[config.mk]
export PLATFORM = sky130hd
export DESIGN_NAME = car_detect
export DESIGN_NICKNAME = d
export VERILOG_FILES = /design/src/rtl/car_detect_pkg.sv /design/src/rtl/sync2.sv /design/src/rtl/car_detect.sv
export SDC_FILE = /design/constraint.sdc
export NUM_CORES = 1
export LEC_CHECK = 0
export ABC_AREA = 1
export BUFFER_PORTS_ARGS = -buffer_cell sky130_fd_sc_hd__buf_4
export CAP_MARGIN = 10
export CORE_AREA = 2 2 43 45
export CTS_BUF_LIST = sky130_fd_sc_hd__clkbuf_8
export CTS_CLUSTER_DIAMETER = 120
export DETAILED_ROUTE_END_ITERATION = 10
export DIE_AREA = 0 0 45 47
export SLEW_MARGIN = 20
export SYNTH_ARGS = -nofsm -noshare
export SYNTH_HDL_FRONTEND = slang
export SYNTH_SLANG_ARGS = --single-unit
export TNS_END_PERCENT = 1
[constraint.sdc]
create_clock -name clk -period 1.3 [get_ports clk]
set_clock_uncertainty 0.2 [all_clocks]
set_input_delay 0.13 -clock clk [delete_from_list [all_inputs] [get_ports clk]]
set_output_delay 0.13 -clock clk [all_outputs]
set_load 0.005 [all_outputs]
[src/rtl/car_detect_pkg.sv]
// car_detect_pkg: shared state type and sensor-pair encodings for the car gate detector
package car_detect_pkg;
    typedef enum logic [2:0] {IDLE, EN1, EN2, EN3, EX1, EX2, EX3, FAULT} cd_state_t;
    localparam logic [1:0] AB_CLEAR = 2'b00;
    localparam logic [1:0] AB_OUTER = 2'b10;
    localparam logic [1:0] AB_BOTH  = 2'b11;
    localparam logic [1:0] AB_INNER = 2'b01;
endpackage

[src/rtl/sync2.sv]
// sync2: one-bit two-flop synchronizer with synchronous active-high reset
module sync2 (
    input  logic clk,
    input  logic rst,
    input  logic i_d,
    output logic o_q
);
    logic r_meta;
    logic r_sync;
    // shift the async input through two flops, both cleared by reset
    always_ff @(posedge clk) begin
        if (rst) begin
            r_meta <= 1'b0;
            r_sync <= 1'b0;
        end else begin
            r_meta <= i_d;
            r_sync <= r_meta;
        end
    end
    assign o_q = r_sync;
endmodule

[src/rtl/car_detect.sv]
// car_detect: two-beam gate FSM emitting enter/exit pulses and a fault flag; CAR_DETECT_SYNC_EN adds input synchronizers
module car_detect
    import car_detect_pkg::*;
(
    input  logic clk,
    input  logic Reset,
    input  logic a,
    input  logic b,
    output logic enter,
    output logic exit,
    output logic fault
);
    logic      w_a;
    logic      w_b;
    logic [1:0] w_ab;
    cd_state_t r_state;
    cd_state_t w_next;
    logic      w_enter;
    logic      w_exit;
    logic      r_enter;
    logic      r_exit;
    logic      r_fault;

`ifdef CAR_DETECT_SYNC_EN
    sync2 u_sync_a (.clk(clk), .rst(Reset), .i_d(a), .o_q(w_a));
    sync2 u_sync_b (.clk(clk), .rst(Reset), .i_d(b), .o_q(w_b));
`else
    assign w_a = a;
    assign w_b = b;
`endif

    assign w_ab = {w_a, w_b};

    // next-state walk along the entry/exit beam sequences; pulses fire on completing the last step
    always_comb begin
        w_next  = r_state;
        w_enter = 1'b0;
        w_exit  = 1'b0;
        case (r_state)
            IDLE:  w_next = (w_ab == AB_OUTER) ? EN1 : (w_ab == AB_INNER) ? EX1 : (w_ab == AB_BOTH) ? FAULT : IDLE;
            EN1:   w_next = (w_ab == AB_BOTH) ? EN2 : (w_ab == AB_CLEAR) ? IDLE : (w_ab == AB_INNER) ? FAULT : EN1;
            EN2:   w_next = (w_ab == AB_INNER) ? EN3 : (w_ab == AB_OUTER) ? EN1 : (w_ab == AB_CLEAR) ? FAULT : EN2;
            EN3: begin
                w_next  = (w_ab == AB_BOTH) ? EN2 : (w_ab == AB_OUTER) ? FAULT : (w_ab == AB_CLEAR) ? IDLE : EN3;
                w_enter = (w_ab == AB_CLEAR);
            end
            EX1:   w_next = (w_ab == AB_BOTH) ? EX2 : (w_ab == AB_CLEAR) ? IDLE : (w_ab == AB_OUTER) ? FAULT : EX1;
            EX2:   w_next = (w_ab == AB_OUTER) ? EX3 : (w_ab == AB_INNER) ? EX1 : (w_ab == AB_CLEAR) ? FAULT : EX2;
            EX3: begin
                w_next = (w_ab == AB_BOTH) ? EX2 : (w_ab == AB_INNER) ? FAULT : (w_ab == AB_CLEAR) ? IDLE : EX3;
                w_exit = (w_ab == AB_CLEAR);
            end
            FAULT: w_next = (w_ab == AB_CLEAR) ? IDLE : FAULT;
            default: w_next = IDLE;
        endcase
    end

    // state and registered outputs; fault tracks the state it is entering
    always_ff @(posedge clk) begin
        if (Reset) begin
            r_state <= IDLE;
            r_enter <= 1'b0;
            r_exit  <= 1'b0;
            r_fault <= 1'b0;
        end else begin
            r_state <= w_next;
            r_enter <= w_enter;
            r_exit  <= w_exit;
            r_fault <= (w_next == FAULT);
        end
    end

    assign enter = r_enter;
    assign exit  = r_exit;
    assign fault = r_fault;
endmodule

======== Word-level counts from Yosys, hierarchy flattened ========
Index checks and enable logic that the tools add are counted.
cells by class
  reduce and logical (&&, ||, !) cells .... 4
  mux-type cells .......................... 23
  equality and inequality tests ........... 11
  bitwise operators ....................... 2
operator list
  cell                                            number
  2-to-1 mux 3 bit                                17
  one-hot mux 3 bit (8 select lines)              1
  == test 3 bit (second input constant)           5
  2-to-1 mux 2 bit                                5
  == test 3 x 2 -> 1 bit (second input constant)  2
  == test 2 bit (second input constant)           2
  OR reduction 2 bit                              2
  == test 3 x 1 -> 1 bit (second input constant)  1
  zero test 3 bit                                 1
  == test 2 x 1 -> 1 bit (second input constant)  1
  zero test 2 bit                                 1
  inverter 1 bit                                  2
word-level totals
  logic and storage cells ................. 44
  output and inout bits ................... 3
  input bits .............................. 4
  flip-flop bits (word level) ............. 6

======== Longest topological paths before layout ========
  depth after elaboration ................. 6
  depth in mapped cells ................... 10

======== Worst setup path after synthesis ========
OpenSTA, ideal clock, no wires.
  kind .................................... reg2reg
  start point ............................. register r_state[0]
  end point ............................... register r_fault, in the netlist fault
  setup time .............................. 112 ps
  data arrival time ....................... 952 ps
  slack ................................... 36 ps
  buffers on the path ..................... 0
  cell stages (with the launch flop) ...... 8
  period minus slack after synthesis ...... 1264 ps
  path through ............................ dfxtp_1 inv_2 nand2_1 nand2_1 nor2_1 nand2_1 nand3_1 nor2_1
on the way
  cells in the longest elaborated chain, start to end .. 3
  elaborated cells on any way between the ends .. 10
  classes of those cells .................. eq/ne (8); mux (1); reduce/logical (1)
ends and longest elaborated chain
  item                                         RTL line          RTL
  start, declared                              car_detect.sv:16  cd_state_t r_state;
  start signal, assigned                       car_detect.sv:66  r_state <= w_next;
  == test 3 bit, or another cell as far along  car_detect.sv:39  case (r_state)
  one-hot mux 3 bit (8 select lines) (*)       car_detect.sv:39
  == test 3 bit (*)                            car_detect.sv:69  r_fault <= (w_next == FAULT);
  end signal, assigned                         car_detect.sv:69
  end, declared                                car_detect.sv:22  logic r_fault;
Mark *: on every way between the ends. The rest lies on a longest branch, timed or not.
A chain may end at the register's enable or synchronous reset.

======== Worst setup path in the final report ========
  start point ............................. register r_state[2]
  end point ............................... register r_fault, in the netlist fault
Same word-level chain as after synthesis.

==> impl_results.md <==
- Routed WL per cell: between 9 and 10 um
- Gate Count Post-Synth: 83
- Layout Area Growth over Synthesis: 38.1%
- Post-DP HPWL: roughly 970 um
- Power Dens Cells: around 1800 mW/mm^2
- Max-slew violation count: 0
- Min Tclk post-route: ~1.3 ns
- CTS Buffer Depth: 2
- Unique cell type count in the Yosys netlist: 17
- Sequential share of the synthesized area: 0.222
- Syn_area_per_cell: around 6.5 um^2
- Met1 GRT Util: 0.152
- Starting Density: 0.328
- Register bit total from synthesis: 6
- Critical Path Slowest Stage Cell: dfxtp_4
- Worst-Margin Slew: ~0.18 ns
- Area after DPL: 676 um^2
- Htree depth: 1
- CP Buf/Inv Count: 1
- Worst setup EP type: flop
- Final hold vios: 0
- Sink Count: 6
- Rel. slew slack: 0.877
- Layout cell share with drive strength beyond 1: 0.350
- Largest net degree at the start of global routing: 8
- CP delay by family, top: simple AND/OR/NAND/NOR gates
- # diodes: 0
- Die height: about 47 um
- Status: completed
- Critical path startpoint category: flop
- CP Max Fanout: 7
- Top Usage Layer GRT: met2
- CTS root buffer: clkbuf_8
- All-Layer GR Usage: 0.128
- Max-cap viol count: 0
- Max Fclk: a little under 0.8 GHz
- CP max stage delay: roughly 0.36 ns
- Clk_lat worst skew: around 0.22 ns
- Global-route wire length before repair: slightly below 2000 um
- Design area: around 750 um^2
- Core Region: about 0.0017 mm^2
- HP Class: primary input to flop
- Total number of vias: between 500 and 600
- Reg clk slew, reported paths: roughly 0.03 ns
- Final setup violating endpoints: 0
- Synth warnings: 0
- X dimension of the die: around 45 um
- CTS buffer count: 3
- Most used cell, CP: nand2_1
- TritonCTS clock tree: done
- RSZ-0062 raised after global routing: true
- Data required time of the critical path: 1.22 ns
- Final #Nets: about 120
- Total grt overflow: 0
- Fin Setup TNS: 0 ns
- WL final: 1160 um
- Drt first pass iters: 4
- I/O pin total: 7
- Via density: just under 5
- Post-CTS Setup Bufs: 0
- Antenna violations before repair: 0
- Synth Cell Area: between 500 and 600 um^2
- Period utilisation layout: 0.993
- Net Count, Synth: 95
- Gpl congestion: ~0.95
- Input/output buffers: 6
- Crit Path Category: flop to flop
- Leakage: 0.393 nW
- Met3 Use GR: 0.0615
- VDD IR max: 1010 uV
- Cell Rows: 15
- DRT antenna net count: 0
- Drt drc: 0
- CP arrival: between 1 and 1.5 ns
- Initial DRC Count: 12
- Met2 usage: 0.206
- Critical-path cell list: buf_4, nand4_1, nand2_1, nor2_2, nand2_1, nand3_1, nor2_1
- Vias in the first global route: approximately 500
- Die area: 0.00212 mm^2
synthesized netlist by cell type:
master    instances  area (um^2)
a21oi_1           1         5.00
a31oi_1           1         6.26
buf_6             2         22.5
dfxtp_1           6          120
ha_1              8          100
inv_1            10         37.5
inv_2             2         7.51
nand2_1          15         56.3
nand2_2           1         6.26
nand3_1          13         65.1
nand3b_1          1         7.51
nand4_1           1         6.26
nor2_1           16         60.1
nor2_2            2         12.5
nor2_4            1         11.3
nor3_1            2         10.0
o21bai_1          1         7.51
worst min-delay path, cell delays in order:
cell      delay [ns]
buf_4           0.11
buf_4           0.10
ha_1            0.14
o21bai_1        0.10
a21oi_1         0.11
sequential cells by signal, summed over array words and instances, names as in the netlist:
signal / flops
fault: 1
exit: 1
r_state: 3
enter: 1
logic make-up after synthesis:
kind of cell             after synthesis  synth area share
buffers and inverters                 14             0.125
AND/OR/NAND/NOR                       52             0.434
adder cells (fa/ha/maj)                8             0.185
AO/OA/AOI/OAI                          3            0.0346
flip-flops                             6             0.222
final timing paths:
kind                   start          to  slack, ns  cells past startpoint
setup / recovery  r_state[2]       fault      0.009                      7
hold / removal             b  r_state[1]       0.29                      5
setup reg to reg  r_state[2]       fault      0.009                      7
hold reg to reg   r_state[0]  r_state[2]       0.45                      3
report_power, final:
group	internal, mW	total (mW)	leakage (nW)	switching (mW)
Combinational	0.323	0.716	0.321	0.393
Sequential	0.253	0.327	0.0506	0.0748
Clock	0.199	0.279	0.0216	0.0801
timing repair:
item,4_1_cts,5_1_grt
gates resized for setup,6,5
hold endpoints to repair,4,0
pin swaps,0,3
hold buffers,1,0
endpoints found under the setup margin,3,3
through the flow:
step	setup slack, ns	cells	util	power [mW]	hold slack, ns
floorplan	0.0363	83	-	0.774	-0.000586
global placement	-0.183	116	0.409	0.982	0.132
detailed placement	-0.199	116	0.409	0.974	0.133
CTS	0.0132	120	0.447	1.30	0.292
global route	-0.0662	120	0.453	1.45	0.351
finish	0.00904	120	0.453	1.32	0.294
final cells by class:
class                      count  area [um^2]
fill                         168          903
multi-input combinational     63          367
clock buffer                   3         41.3
inverter                      12         45.0
timing repair buffer          19          145
sequential                     6          129
tap                           17         21.3
layout by cell type (no fill, tap or decap), drive strengths merged:
| cell type | count |
|---|---|
| dlygate4sd3 | 1 |
| clkbuf | 3 |
| nand4 | 1 |
| o21bai | 1 |
| dfxtp | 6 |
| nor3 | 2 |
| nand3b | 1 |
| nand3 | 13 |
| ha | 8 |
| buf | 18 |
| inv | 12 |
| nor2 | 19 |
| nand2 | 16 |
| a31oi | 1 |
| a21oi | 1 |
metal layers:
metal  up-vias  wire length (um)  share of wire
met5         -                 0              0
met4         0                17          0.015
met3         2                78          0.067
met2        24               543           0.47
met1       249               519           0.45
li1        302                 -              -
(Power assumes the default switching activity.)
